File: config.mk
export PLATFORM = sky130hd
export DESIGN_NAME = nrf_spi_cmd_ctrl
export DESIGN_NICKNAME = d
export VERILOG_FILES = /design/src/rtl/nrf_spi_cmd_ctrl.sv
export SDC_FILE = /design/constraint.sdc
export NUM_CORES = 1
export LEC_CHECK = 0
export BUFFER_PORTS_ARGS = -buffer_cell sky130_fd_sc_hd__buf_2
export CAP_MARGIN = 20
export CORE_MARGIN = 2
export CORE_UTILIZATION = 50
export CTS_BUF_LIST = sky130_fd_sc_hd__clkbuf_8 sky130_fd_sc_hd__clkbuf_16
export DETAILED_ROUTE_END_ITERATION = 7
export PLACE_DENSITY = 0.77
export SYNTH_ARGS = -nofsm -noshare
export SYNTH_HDL_FRONTEND = slang
export SYNTH_SLANG_ARGS = --single-unit
File: constraint.sdc
create_clock -name i_Clk -period 2.77 [get_ports i_Clk]
set_input_delay 0.1385 -clock i_Clk [delete_from_list [all_inputs] [get_ports i_Clk]]
set_output_delay 0.1385 -clock i_Clk [all_outputs]
set_load 0.01 [all_outputs]
File: src/rtl/nrf_spi_cmd_ctrl.sv
// nrf_spi_cmd_ctrl: sequences one nRF24L01 command (cmd byte + data bytes) through a byte-level SPI engine,
// owning chip select and splitting returned bytes into STATUS and read data.
module nrf_spi_cmd_ctrl #(
   parameter int         MAX_BYTES     = 32,
   parameter int         LEN_W         = 6,
   parameter int         CS_SETUP_CLKS = 2,
   parameter int         CS_HOLD_CLKS  = 2,
   parameter int         CS_IDLE_CLKS  = 4,
   parameter logic [7:0] DUMMY_BYTE    = 8'hFF
) (
   input  logic             i_Clk,
   input  logic             i_Rst_L,
   input  logic             i_Cmd_Valid,
   output logic             o_Cmd_Ready,
   input  logic [7:0]       i_Cmd_Byte,
   input  logic [LEN_W-1:0] i_Cmd_Len,
   input  logic             i_Cmd_Rd,
   input  logic [7:0]       i_Wr_Byte,
   input  logic             i_Wr_Valid,
   output logic             o_Wr_Ready,
   output logic [7:0]       o_Rd_Byte,
   output logic             o_Rd_Valid,
   output logic [7:0]       o_Status,
   output logic             o_Done,
   output logic [7:0]       o_TX_Byte,
   output logic             o_TX_DV,
   input  logic             i_TX_Ready,
   input  logic             i_RX_DV,
   input  logic [7:0]       i_RX_Byte,
   output logic             o_SPI_CS_n
);
   typedef enum logic [2:0] {IDLE, CS_SETUP, SEND, WAIT_RX, CS_HOLD, CS_IDLE} state_t;
   state_t           state_q, state_d;
   logic [7:0]       cmd_q, cmd_d, cnt_q, cnt_d, tx_byte_q, tx_byte_d, rd_byte_q, rd_byte_d, status_q, status_d;
   logic [LEN_W-1:0] len_q, len_d, idx_q, idx_d;
   logic             rd_q, rd_d, cs_n_q, cs_n_d, rdy_q, rdy_d, tx_dv_q, tx_dv_d;
   logic             wr_rdy_q, wr_rdy_d, rd_valid_q, rd_valid_d, done_q, done_d;
   logic             data_ph, can_issue;

   assign data_ph   = idx_q != '0;
   // write-data bytes additionally need the producer to have a byte ready
   assign can_issue = i_TX_Ready && (!data_ph || rd_q || i_Wr_Valid);

   always_comb begin
      state_d    = state_q;
      cmd_d      = cmd_q;
      cnt_d      = cnt_q;
      tx_byte_d  = tx_byte_q;
      rd_byte_d  = rd_byte_q;
      status_d   = status_q;
      len_d      = len_q;
      idx_d      = idx_q;
      rd_d       = rd_q;
      cs_n_d     = cs_n_q;
      tx_dv_d    = 1'b0;
      wr_rdy_d   = 1'b0;
      rd_valid_d = 1'b0;
      done_d     = 1'b0;
      case (state_q)
         IDLE: if (i_Cmd_Valid && rdy_q) begin
            cmd_d   = i_Cmd_Byte;
            rd_d    = i_Cmd_Rd;
            len_d   = (i_Cmd_Len > LEN_W'(MAX_BYTES)) ? LEN_W'(MAX_BYTES) : i_Cmd_Len;
            idx_d   = '0;
            cnt_d   = '0;
            cs_n_d  = 1'b0;
            state_d = CS_SETUP;
         end
         CS_SETUP: if (cnt_q == 8'(CS_SETUP_CLKS - 1)) begin
            cnt_d   = '0;
            state_d = SEND;
         end else cnt_d = cnt_q + 8'd1;
         SEND: if (can_issue) begin
            tx_dv_d   = 1'b1;
            tx_byte_d = !data_ph ? cmd_q : rd_q ? DUMMY_BYTE : i_Wr_Byte;
            wr_rdy_d  = data_ph && !rd_q;
            state_d   = WAIT_RX;
         end
         WAIT_RX: if (i_RX_DV) begin
            if (!data_ph) status_d = i_RX_Byte;
            else if (rd_q) begin
               rd_byte_d  = i_RX_Byte;
               rd_valid_d = 1'b1;
            end
            if (idx_q == len_q) begin
               cnt_d   = '0;
               state_d = CS_HOLD;
            end else begin
               idx_d   = idx_q + 1'b1;
               state_d = SEND;
            end
         end
         CS_HOLD: if (cnt_q == 8'(CS_HOLD_CLKS - 1)) begin
            cnt_d   = '0;
            cs_n_d  = 1'b1;
            done_d  = 1'b1;
            state_d = CS_IDLE;
         end else cnt_d = cnt_q + 8'd1;
         CS_IDLE: if (cnt_q == 8'(CS_IDLE_CLKS - 1)) begin
            cnt_d   = '0;
            state_d = IDLE;
         end else cnt_d = cnt_q + 8'd1;
         default: state_d = IDLE;
      endcase
      rdy_d = state_d == IDLE;
   end

   always_ff @(posedge i_Clk or negedge i_Rst_L) begin
      if (!i_Rst_L) begin
         state_q    <= IDLE;
         cmd_q      <= '0;
         cnt_q      <= '0;
         tx_byte_q  <= '0;
         rd_byte_q  <= '0;
         status_q   <= '0;
         len_q      <= '0;
         idx_q      <= '0;
         rd_q       <= 1'b0;
         cs_n_q     <= 1'b1;
         rdy_q      <= 1'b0;
         tx_dv_q    <= 1'b0;
         wr_rdy_q   <= 1'b0;
         rd_valid_q <= 1'b0;
         done_q     <= 1'b0;
      end else begin
         state_q    <= state_d;
         cmd_q      <= cmd_d;
         cnt_q      <= cnt_d;
         tx_byte_q  <= tx_byte_d;
         rd_byte_q  <= rd_byte_d;
         status_q   <= status_d;
         len_q      <= len_d;
         idx_q      <= idx_d;
         rd_q       <= rd_d;
         cs_n_q     <= cs_n_d;
         rdy_q      <= rdy_d;
         tx_dv_q    <= tx_dv_d;
         wr_rdy_q   <= wr_rdy_d;
         rd_valid_q <= rd_valid_d;
         done_q     <= done_d;
      end
   end

   assign o_Cmd_Ready = rdy_q;
   assign o_Wr_Ready  = wr_rdy_q;
   assign o_Rd_Byte   = rd_byte_q;
   assign o_Rd_Valid  = rd_valid_q;
   assign o_Status    = status_q;
   assign o_Done      = done_q;
   assign o_TX_Byte   = tx_byte_q;
   assign o_TX_DV     = tx_dv_q;
   assign o_SPI_CS_n  = cs_n_q;
endmodule

Yosys cells after proc, flatten, opt, wreduce, memory -nomap -nowiden
Cells that the tools add are included.
{"block": "word_totals", "regBits": 62, "input_bits": 37, "out_inout_bits": 30, "word_cells": 87}
{"block": "classes", "addsub": 2, "order_cmp": 1, "n_eq_ne": 13, "n_mux": 34, "n_bitwise": 1, "n_reduce_logical": 21}
{"operator": "$mux W8", "count": 7}
{"operator": "$pmux W8 S4", "count": 1}
{"operator": "$mux W6", "count": 4}
{"operator": "$mux W3", "count": 7}
{"operator": "$pmux W3 S6", "count": 1}
{"operator": "$mux W1", "count": 12}
{"operator": "$pmux W6 S2", "count": 1}
{"operator": "$reduce_and A4 Y1", "count": 3}
{"operator": "$ne A2 B2 Y1 const B", "count": 5}
{"operator": "$add A8 B1 Y8 const B", "count": 1}
{"operator": "$eq A8 B1 Y1 const B", "count": 1}
{"operator": "$eq A8 B2 Y1 const B", "count": 1}
{"operator": "$add A6 B1 Y6 const B", "count": 1}
{"operator": "$eq A3 B2 Y1 const B", "count": 2}
{"operator": "$eq A3 B3 Y1 const B", "count": 2}
{"operator": "$eq A6 B6 Y1", "count": 1}
{"operator": "$gt A6 B6 Y1 const B", "count": 1}
{"operator": "$logic_not A3 Y1", "count": 2}
{"operator": "$reduce_and A3 Y1", "count": 2}
{"operator": "$reduce_bool A6 Y1", "count": 1}
{"operator": "$reduce_and A2 Y1", "count": 2}
{"operator": "$reduce_bool A2 Y1", "count": 2}
{"operator": "$reduce_bool A4 Y1", "count": 1}
{"operator": "$eq A3 B1 Y1 const B", "count": 1}
{"operator": "6 further kinds", "count": 10}

Logic depth before layout (Yosys ltp)
{"block": "logic_depth", "word_depth": 8, "depth_mapped": 8, "ltp_nobuf": 7}

Worst setup path before layout
No wires, ideal clock.
{"block": "synth_timing", "kind": "flip-flop to flip-flop", "start": "register cnt_q[2]", "end": "register cnt_q[5]", "setup_ps": 124, "t_arrival_ps": 1871, "required_ps": 2646, "path_slack_ps": 776, "path_stages_with_launch": 7, "n_path_buf": 1, "period_less_slack_ps": 1994, "path_cell_list": "dfrtp_1 -> or4_4 -> or3_4 -> o21ai_2 -> buf_6 -> nor3_1 -> a211o_1"}
{"block": "synth_via", "elab_chain_cells": 3, "elab_cells_between_ends": 6, "cone_classes": "add/sub: 1; eq/ne: 2; mux: 3"}
{"item": "from (decl)", "line_no": "34", "text": "logic [7:0] cmd_q, cmd_d, cnt_q, cnt_d, tx_byte_q, tx_byte_d, rd_byte_q, rd_byte_d, status_q, status_d;"}
{"item": "from (signal assigned)", "line_no": "128", "text": "cnt_q <= cnt_d;"}
{"item": "$add A8 B1 Y8 (tied with other cells)", "line_no": "72, 98, 102"}
{"item": "$mux W8, on equally long branches", "line_no": "99, 69, 93"}
{"item": "$pmux W8 S4 (*)", "line_no": "59", "text": "case (state_q)"}
Every way passes the cells marked *; elsewhere a longest branch is shown, timed or not.
A chain may end at the register's enable or synchronous reset.

Worst setup path in the final report
Ends and elaborated chain as after synthesis.

==> flow_summary.json <==
{
  "antenna_found_initial": 0,
  "tns_ns": 0,
  "ys_seq_area_frac": 0.532,
  "timing.rr.end": "cnt_q[5]$_DFFE_PN0P_",
  "yosysTopAreaCellShare": 0.523,
  "r2r-start": "cnt_q[2]$_DFFE_PN0P_",
  "layout-drive-gt1-share": 0.283,
  "fp-row-count": 27,
  "critPathLaunchType": "flop",
  "tightest_slew_ns": 0.767,
  "die-area_mm2": 0.00646,
  "end_kind": "flop",
  "synth.distinct_cells": 45,
  "pin_count": 67,
  "portBuffers": 66,
  "cts_resized": 0,
  "viasPerCell": 5.29,
  "initial_core_util": 0.523,
  "fin_skew_ns": 0.00723,
  "hp-class": "input port to flop",
  "first_pass_iters": 4,
  "worst_ep_arrival_time_ns": 2.42,
  "coreArea_mm2": 0.00557,
  "fp.dieW_um": 80.4,
  "yosys.area.top_type": "dfrtp_1",
  "drc": 0,
  "synthTopCellsByArea": "dfrtp_1, nand2_1, mux2_2",
  "wl_um": 6390,
  "synthArstFlopShare": 1.00,
  "final_nets": 414,
  "p_leak_nw": 1.89,
  "ir_drop_uv": 397,
  "die_h_um": 80.4,
  "critPathLaunch": "cnt_q[2]$_DFFE_PN0P_",
  "crit_end": "cnt_q[5]$_DFFE_PN0P_",
  "tritoncts": "built",
  "cts_root_buf": "clkbuf_8",
  "synth_ff_type": "dfrtp_1",
  "drv_slew": 0,
  "cts_setup_buffers": 0,
  "path_clk_slew_ns": 0.07,
  "via_count": 2380,
  "grt_pass1_vias": 2390,
  "cts.sinks": 62,
  "dpl.hpwl_um": 4360,
  "synth_warnings": 0,
  "worstRegToRegCells": 5,
  "p_per_area_mw_per_mm2": 838,
  "worstPathRequired_ns": 3.00,
  "final.min_clock_period_ns": 2.19,
  "drtIter0Drc": 138,
  "grt_start_max_net_pins": 63,
  "syn_area_mm2": 0.00292,
  "finalCritPeriodShare": 0.791,
  "hold_viol_final": 0,
  "antennaDiodeCount": 0,
  "placedInstanceArea_mm2": 0.00330,
  "max_cap_violations": 0,
  "antenna_left": 0,
  "crit_type": "flop to flop",
  "r2r_slack_ns": 0.58,
  "slew_headroom": 0.489,
  "cts_buffers": 9,
  "outcome": "finished, final reports clean",
  "fmax_ghz": 0.456,
  "final_cell_mix": "buf_2, nand2_1, dfrtp_1",
  "n_fill_cell": 449,
  "area_delta_synth_final_pct": 23.0,
  "synth_edf_count": 0,
  "ys_seq_elements": 62,
  "avgSynthCellArea_um2": 9.86,
  "wl_per_cell_um": 14.2,
  "rsz0062_at_grt": "false",
  "crit_fanout": 11,
  "htree_levels": 3,
  "setup_viol_count_final": 0,
  "gp_congestion": 0.821,
  "clk_path_buf_depth": 2,
  "clkLatencyLatePin_ns": 0.35,
  "final_design_area_no_fill_mm2": 0.00359,
  "overflow": 0,
  "grt_pass1_wl_um": 10600,
  "track_usage": 0.218,
  "synth_nets": 337,
  "final_common_cell": "buf_2",
  "syn_inst": 296
}
==> report_power, final <==
group | internal [W] | total (W) | switching, W
logic | 0.000387 | 0.000901 | 0.000514
clock network | 0.000416 | 0.000801 | 0.000385
registers | 0.00111 | 0.00131 | 0.000194
total | 0.00192 | 0.00301 | 0.00109
==> metal layers <==
layer / wire (µm) / global-route usage / up-vias
met2: 3140 / 0.363 / 72
li1: - / - / 1173
met4: 82 / 0.0746 / 0
met5: 0 / 0 / -
met3: 404 / 0.0753 / 8
met1: 2760 / 0.263 / 1127
==> metrics by stage <==
step | hold WS, ns | power, W | utilization | setup slack [ns] | std cells
global route | 0.0245 | 0.00321 | 0.644 | 0.453 | 450
finish | 0.0120 | 0.00301 | 0.644 | 0.578 | 450
global placement | 0.330 | 0.00217 | 0.593 | 0.642 | 425
detailed placement | 0.335 | 0.00221 | 0.593 | 0.557 | 425
floorplan | -0.157 | 0.00194 | - | 0.776 | 296
CTS | 0.00653 | 0.00302 | 0.644 | 0.566 | 450
==> final cells by class <==
class | instances | area, µm² | area share
tap | 72 | 90.1 | 0.0251
clock buffer | 9 | 124 | 0.0345
multi-input combinational | 212 | 1260 | 0.352
timing repair buffer | 80 | 458 | 0.128
clock inverter | 7 | 72.6 | 0.0202
sequential | 62 | 1550 | 0.433
inverter | 8 | 30.0 | 0.00837
==> cell families (layout without fill, tap and decap cells) <==
kind of cell | count (synthesis) | in the layout | share of synthesized area
xor gates and xnor gates | 7 | 7 | 0.0210
DFF | 62 | 62 | 0.532
and+or+nand+nor | 137 | 137 | 0.226
adders and majority gates | 4 | 4 | 0.0172
muxes | 19 | 19 | 0.0725
buffers and inverters | 22 | 104 | 0.0352
AOI/OAI and AO/OA | 45 | 45 | 0.0965
==> critical path, stage by stage, from the launching register on <==
cell and delay (ns):
dfrtp_1 0.43, or4_4 0.56, or3_4 0.35, o21ai_2 0.37, nor3_1 0.09, a211o_1 0.28
==> synthesized netlist by cell type (2+ instances only) <==
library cell / number
mux2_1: 3
mux2i_1: 2
o2bb2ai_1: 2
o21bai_1: 2
or3_1: 4
nor2_1: 23
and2_1: 2
clkbuf_1: 8
a21oi_1: 14
nand3_1: 11
mux2_2: 14
nand2_1: 62
nor4_1: 3
nor3_1: 5
and3_1: 4
xor2_1: 7
a21o_1: 2
buf_6: 2
o31ai_1: 2
or4_1: 2
nor2b_1: 4
nand2b_1: 3
nand3b_1: 6
inv_1: 8
dfrtp_1: 61
ha_1: 4
buf_2: 4
o21ai_0: 15
==> worst min-delay path by stage <==
stage                             start                       end  slack (ns)  cells past startpoint
after floorplan                 i_Rst_L      cmd_q[0]$_DFFE_PN0P_       -0.16                      0
after global placement    i_Cmd_Byte[4]      cmd_q[4]$_DFFE_PN0P_        0.33                      3
after detailed placement  i_Cmd_Byte[4]      cmd_q[4]$_DFFE_PN0P_        0.34                      3
after CTS                 i_Cmd_Byte[2]      cmd_q[2]$_DFFE_PN0P_       0.007                      3
after global routing       i_RX_Byte[6]  o_Rd_Byte[6]$_DFFE_PN0P_        0.02                      2
final                     i_Cmd_Byte[2]      cmd_q[2]$_DFFE_PN0P_        0.01                      3
==> state kept, by name, summed over array words and instances, names as in the netlist, 3 cells and up <==
register,count
idx_q,6
cmd_q,8
len_q,6
state_q,3
o_TX_Byte,8
o_Status,8
cnt_q,8
o_Rd_Byte,8
==> repair_timing <==
action / in CTS / in global routing
hold buffers: 9 / 0
hold endpoints to repair: 69 / 0
endpoints found under the setup margin: 0 / 0
No activity file was read; power rests on OpenSTA's default activity.
